--- config.mk ---
export PLATFORM = sky130hd
export DESIGN_NAME = store_buffer_unit
export DESIGN_NICKNAME = d
export VERILOG_FILES = /design/src/rtl/store_buffer_unit_pkg.sv /design/src/rtl/store_buffer_unit_align.sv /design/src/rtl/store_buffer_unit.sv
export SDC_FILE = /design/constraint.sdc
export NUM_CORES = 1
export LEC_CHECK = 0
export CORE_MARGIN = 2
export CORE_UTILIZATION = 25
export CTS_BUF_LIST = sky130_fd_sc_hd__clkbuf_8
export CTS_CLUSTER_DIAMETER = 100
export CTS_CLUSTER_SIZE = 24
export DETAILED_ROUTE_END_ITERATION = 10
export PLACE_DENSITY = 0.51
export SYNTH_ARGS = -nofsm -noshare
export SYNTH_HDL_FRONTEND = slang
export SYNTH_HIERARCHICAL = 1
export SYNTH_SLANG_ARGS = --single-unit
--- constraint.sdc ---
create_clock -name clk -period 7.8 [get_ports clk]
set_clock_uncertainty 0.15 [all_clocks]
set_input_delay 1.17 -clock clk [delete_from_list [all_inputs] [get_ports clk]]
set_output_delay 1.17 -clock clk [all_outputs]
set_load 0.02 [all_outputs]
--- src/rtl/store_buffer_unit_pkg.sv ---
// Shared store encodings and the store-buffer entry layout.
package store_buffer_unit_pkg;

    localparam logic [2:0] STR_NOP = 3'b000;
    localparam logic [2:0] STR_SB  = 3'b001;
    localparam logic [2:0] STR_SH  = 3'b010;
    localparam logic [2:0] STR_SW  = 3'b011;

    // Entry address field is sized for the widest supported byte address.
    localparam int SB_ADDR_W = 32;

    typedef struct packed {
        logic [SB_ADDR_W-1:0] addr;
        logic [31:0]          wdata;
        logic [3:0]           be;
    } sb_entry_t;

endpackage

--- src/rtl/store_buffer_unit_align.sv ---
// store_align: turns a decoded store plus its byte lane into byte enables and replicated data.
// Latency: purely combinational.
// Backpressure: none; the caller decides whether the result is used.
module store_align
    import store_buffer_unit_pkg::*;
(
    input  logic [2:0]  store_control,
    input  logic [1:0]  lane,
    input  logic [31:0] rs2_data,
    output logic [3:0]  be,
    output logic [31:0] wdata,
    output logic        misaligned,
    output logic        is_store
);

    always_comb begin
        be         = 4'b0000;
        wdata      = 32'h0;
        misaligned = 1'b0;
        is_store   = 1'b0;
        case (store_control)
            STR_SB: begin
                is_store = 1'b1;
                be       = 4'b0001 << lane;
                wdata    = {4{rs2_data[7:0]}};
            end
            STR_SH: begin
                is_store   = 1'b1;
                misaligned = lane[0];
                be         = 4'b0011 << {lane[1], 1'b0};
                wdata      = {2{rs2_data[15:0]}};
            end
            STR_SW: begin
                is_store   = 1'b1;
                misaligned = |lane;
                be         = 4'b1111;
                wdata      = rs2_data;
            end
            default: ;
        endcase
    end

endmodule

--- src/rtl/store_buffer_unit.sv ---
// store_buffer_unit: computes store EA, checks alignment, queues stores and drains them to memory.
// Latency: a store accepted into an empty buffer is presented on mem_req the next cycle.
// Backpressure: st_ready drops at DEPTH entries (registered count only); head held until mem_ack.
module store_buffer_unit
    import store_buffer_unit_pkg::*;
#(
    parameter int DEPTH  = 4,
    parameter int ADDR_W = 32
) (
    input  logic                     clk,
    input  logic                     reset,
    input  logic                     st_valid,
    output logic                     st_ready,
    input  logic [2:0]               store_control,
    input  logic [31:0]              rs1_data,
    input  logic [31:0]              rs2_data,
    input  logic [11:0]              imm,
    output logic                     misalign_exc,
    output logic [ADDR_W-1:0]        exc_addr,
    output logic                     mem_req,
    output logic [ADDR_W-1:0]        mem_addr,
    output logic [31:0]              mem_wdata,
    output logic [3:0]               mem_be,
    input  logic                     mem_ack,
    output logic                     sb_empty,
    output logic [$clog2(DEPTH):0]   sb_count
);

    localparam int PW = $clog2(DEPTH);
    localparam int CW = PW + 1;

    logic [PW-1:0]     wr_ptr_q, wr_ptr_d;
    logic [PW-1:0]     rd_ptr_q, rd_ptr_d;
    logic [CW-1:0]     count_q, count_d;
    logic              empty_q, empty_d;
    logic              exc_q, exc_d;
    logic [ADDR_W-1:0] exc_addr_q, exc_addr_d;
    sb_entry_t         entries_q [DEPTH];
    sb_entry_t         entries_d [DEPTH];

    logic [ADDR_W-1:0] ea;
    logic [3:0]        al_be;
    logic [31:0]       al_wdata;
    logic              al_misaligned;
    logic              al_is_store;
    logic              accept;
    logic              enq;
    logic              deq;
    sb_entry_t         head;

    // Address arithmetic wraps silently; there is no overflow trap.
    assign ea = ADDR_W'(rs1_data) + ADDR_W'({{20{imm[11]}}, imm});

    store_align u_align (
        .store_control (store_control),
        .lane          (ea[1:0]),
        .rs2_data      (rs2_data),
        .be            (al_be),
        .wdata         (al_wdata),
        .misaligned    (al_misaligned),
        .is_store      (al_is_store)
    );

    assign st_ready = (count_q != CW'(DEPTH));
    assign accept   = st_valid & st_ready;
    assign enq      = accept & al_is_store & ~al_misaligned;
    assign deq      = ~empty_q & mem_ack;

    always_comb begin
        entries_d = entries_q;
        wr_ptr_d  = wr_ptr_q;
        rd_ptr_d  = rd_ptr_q;
        count_d   = count_q;
        if (enq) begin
            entries_d[wr_ptr_q] = '{addr: SB_ADDR_W'(ea), wdata: al_wdata, be: al_be};
            wr_ptr_d            = wr_ptr_q + PW'(1);
        end
        if (deq) begin
            rd_ptr_d = rd_ptr_q + PW'(1);
        end
        case ({enq, deq})
            2'b10:   count_d = count_q + CW'(1);
            2'b01:   count_d = count_q - CW'(1);
            default: count_d = count_q;
        endcase
        empty_d    = (count_d == '0);
        exc_d      = accept & al_is_store & al_misaligned;
        exc_addr_d = exc_d ? ea : '0;
    end

    always_ff @(posedge clk) begin
        if (reset) begin
            wr_ptr_q   <= '0;
            rd_ptr_q   <= '0;
            count_q    <= '0;
            empty_q    <= 1'b1;
            exc_q      <= 1'b0;
            exc_addr_q <= '0;
        end else begin
            wr_ptr_q   <= wr_ptr_d;
            rd_ptr_q   <= rd_ptr_d;
            count_q    <= count_d;
            empty_q    <= empty_d;
            exc_q      <= exc_d;
            exc_addr_q <= exc_addr_d;
        end
    end

    // Payload storage needs no reset: it is only observed through valid entries.
    always_ff @(posedge clk) begin
        entries_q <= entries_d;
    end

    assign head         = entries_q[rd_ptr_q];
    assign mem_req      = ~empty_q;
    assign mem_addr     = ADDR_W'(head.addr);
    assign mem_wdata    = head.wdata;
    assign mem_be       = head.be;
    assign sb_empty     = empty_q;
    assign sb_count     = count_q;
    assign misalign_exc = exc_q;
    assign exc_addr     = exc_addr_q;

endmodule

==> flow_summary.ini <==
[place]
hpwl_um = 24900
numPortBuffers = 189
gp_congestion = 0.826

[synth]
avgSynthCellArea_um2 = 16.1
synth_most_common_cell = edfxtp_1
yosysTopAreaCell = edfxtp_1
ys.warnings.count = 6
synth_cells = 842
ys.flop_type = edfxtp_1
yosysSeqAreaShare_pct = 66.3
synth.cell_area_um2 = 13600
yosysTopAreaCellShare_pct = 60.2
synthTopCellsByArea = edfxtp_1, mux4_2, dfxtp_1
synth-seq-cells = 313
ys_types = 57
syn-num-nets = 963
synth_edf_count = 272
synthArstFlopShare_pct = 0
synth_common_cells = edfxtp_1, mux4_2, a21oi_1, dfxtp_1, nand2_1

[power_and_ir_drop]
p_leak_nw = 5.30
switching_share_pct = 28.8
power.switching_mw = 1.01
ir_worst_vdd_uv = 83.5
totalPowerFinal_mw = 3.49
seqPwrFrac_pct = 55.5
internal_power_mw = 2.49
powerDensity_nw_per_um2 = 211
combPwrFrac_pct = 21.1
p_clk_share_pct = 23.4

[timing]
setup_violations = 0
relSlewSlack_pct = 24.8
finalSetupTns_ns = 0
fin_crit_ns = 4.69
slew_viol_final = 0
rsz0062_at_grt = false
finalCritPeriodShare_pct = 60.2
hold_viol = 0
fmax_mhz = 213
tightest_slew_ns = 1.10
holdWs_ns = 0.410

[critical_path]
critPathSlowestCell = dfxtp_4
crit_arrival_ns = 3.37
slowest_delay_ns = 1.04
criticalPathCategory = reg -> out
cp_max_fo = 48
critPathLaunchType = flip-flop
cp.required_ns = 6.48
path_cells = buf_4, mux4_2, clkdlybuf4s50_1
critPathCaptureType = output pin

[routing]
wl_per_cell_um = 20.9
dr.pass1.iters = 5
route.detailed.drc = 0
drt_wl_total_um = 35900
drtIter0Drc = 509
routed_via_density = 4.67
postRouteAntennaNets = 0
via_count = 8045

[clock_tree]
cts-htree-levels = 1
cts_root_buf = clkbuf_8
cts_made_buffers = 19
cts_resized = 0
tritoncts = done
clk_latency_ns = 0.56
clk_pin_slew_ns = 0.13
clk_path_buf_depth = 3
cts_hold_buf = 0
cts_num_sinks = 313
cts_setup_buffers = 0

[floorplanning]
die_area_um2 = 56100
io_pins = 190
initial_utilization_pct = 25.2
rows = 85
die_x_um = 237
dieHeight_um = 237
core_area_um2 = 53700

[final_layout]
area_growth_pct = 22.2
nets = 1137
post_route_cells_drive_above_1_share_pct = 11.0

[run]
maxCapViolCount = 0

[global_routing]
grt_usage_pct = 12.5
grt_pass1_wl_um = 53200
grt_pass1_vias = 8194
grt-ovfl-total = 0
grt_max_degree = 69
antenna_found_initial = 3

[run_status]
status = complete, no violations

[min_path]
hold_path_class = reg -> reg
cells in the final DEF, fill, tap and decap left out, types with 5 or more instances in the layout:
master	n
nand2_1	41
mux2i_1	20
a211oi_1	8
ha_1	36
nor3_1	15
dfxtp_1	39
a21o_1	5
o21a_1	13
nand4_1	8
o211ai_1	5
a21oi_1	50
nand3_1	10
nand2b_1	5
buf_4	7
o21ai_0	19
edfxtp_1	272
xnor2_1	15
nor2_1	27
clkdlybuf4s50_1	189
o22ai_1	16
xor2_1	12
clkbuf_8	19
and2_1	32
inv_1	17
mux4_2	68
nor2b_1	5
and3_1	8
cells by family after synthesis:
kind of cell | count (synthesis) | share of synthesized area [%]
buf+inv | 55 | 1.70
xor+xnor | 27 | 1.74
simple gates | 171 | 6.52
flops | 313 | 66.3
fa+ha+maj | 38 | 3.62
mux | 89 | 12.9
compound gates | 149 | 7.28
area by class of cell:
type / instances / area, µm²
clock inverter: 11 / 103
timing repair buffer: 196 / 1940
sequential: 313 / 9000
tap: 696 / 871
clock buffer: 19 / 262
fill: 5240 / 37100
antenna: 1 / 2.50
multi-input combinational: 474 / 4350
inverter: 12 / 45.0
flip-flops by register name, summed over array words and instances, names as in the netlist:
signal,count
entries_q,272
exc_addr,32
misalign_exc,1
rd_ptr_q,2
sb_count,3
sb_empty,1
wr_ptr_q,2
power groups by stage:
stage	Clock (mW)	Sequential [mW]	Combinational, mW
after floorplan	0	1.95	0.450
after global placement	0	1.98	0.746
after detailed placement	0	1.98	0.751
after CTS	0.858	1.94	0.754
after global routing	0.905	1.95	0.796
final	0.818	1.94	0.738
critical path, delay by kind of cell (launching register included):
| family | cells | cell delay [ns] |
|---|---|---|
| flip-flops | 1 | 1.04 |
| multiplexers | 1 | 0.62 |
| buffers and inverters | 2 | 1.14 |
layer usage:
metal / routed length [µm] / up-vias / global-route usage [%]
met2: 17300 / 229 / 21.2
met3: 1830 / 40 / 1.90
met1: 16200 / 4093 / 17.0
li1: - / 3683 / -
met5: 0 / - / 0
met4: 574 / 0 / 2.57
final timing paths:
kind,start,endpoint,slack [ns],cells past startpoint
setup reg to reg,sb_count[0],entries_q[223],4.80,6
hold / removal,sb_count[1],sb_count[1],0.41,2
hold reg to reg,sb_count[1],sb_count[1],0.41,2
setup / recovery,rd_ptr_q[0],mem_wdata[11],3.11,3
stage by stage:
step | cells | utilization, % | cell area (µm²) | setup slack [ns]
after floorplan | 842 | - | 13600 | 3.11
after global placement | 1691 | 30.2 | 16200 | 2.60
after detailed placement | 1691 | 30.2 | 16200 | 2.62
after CTS | 1721 | 30.9 | 16600 | 2.87
after global routing | 1722 | 30.9 | 16600 | 2.72
final | 1722 | 30.9 | 16600 | 3.11
Power figures use the tool's default switching activity.
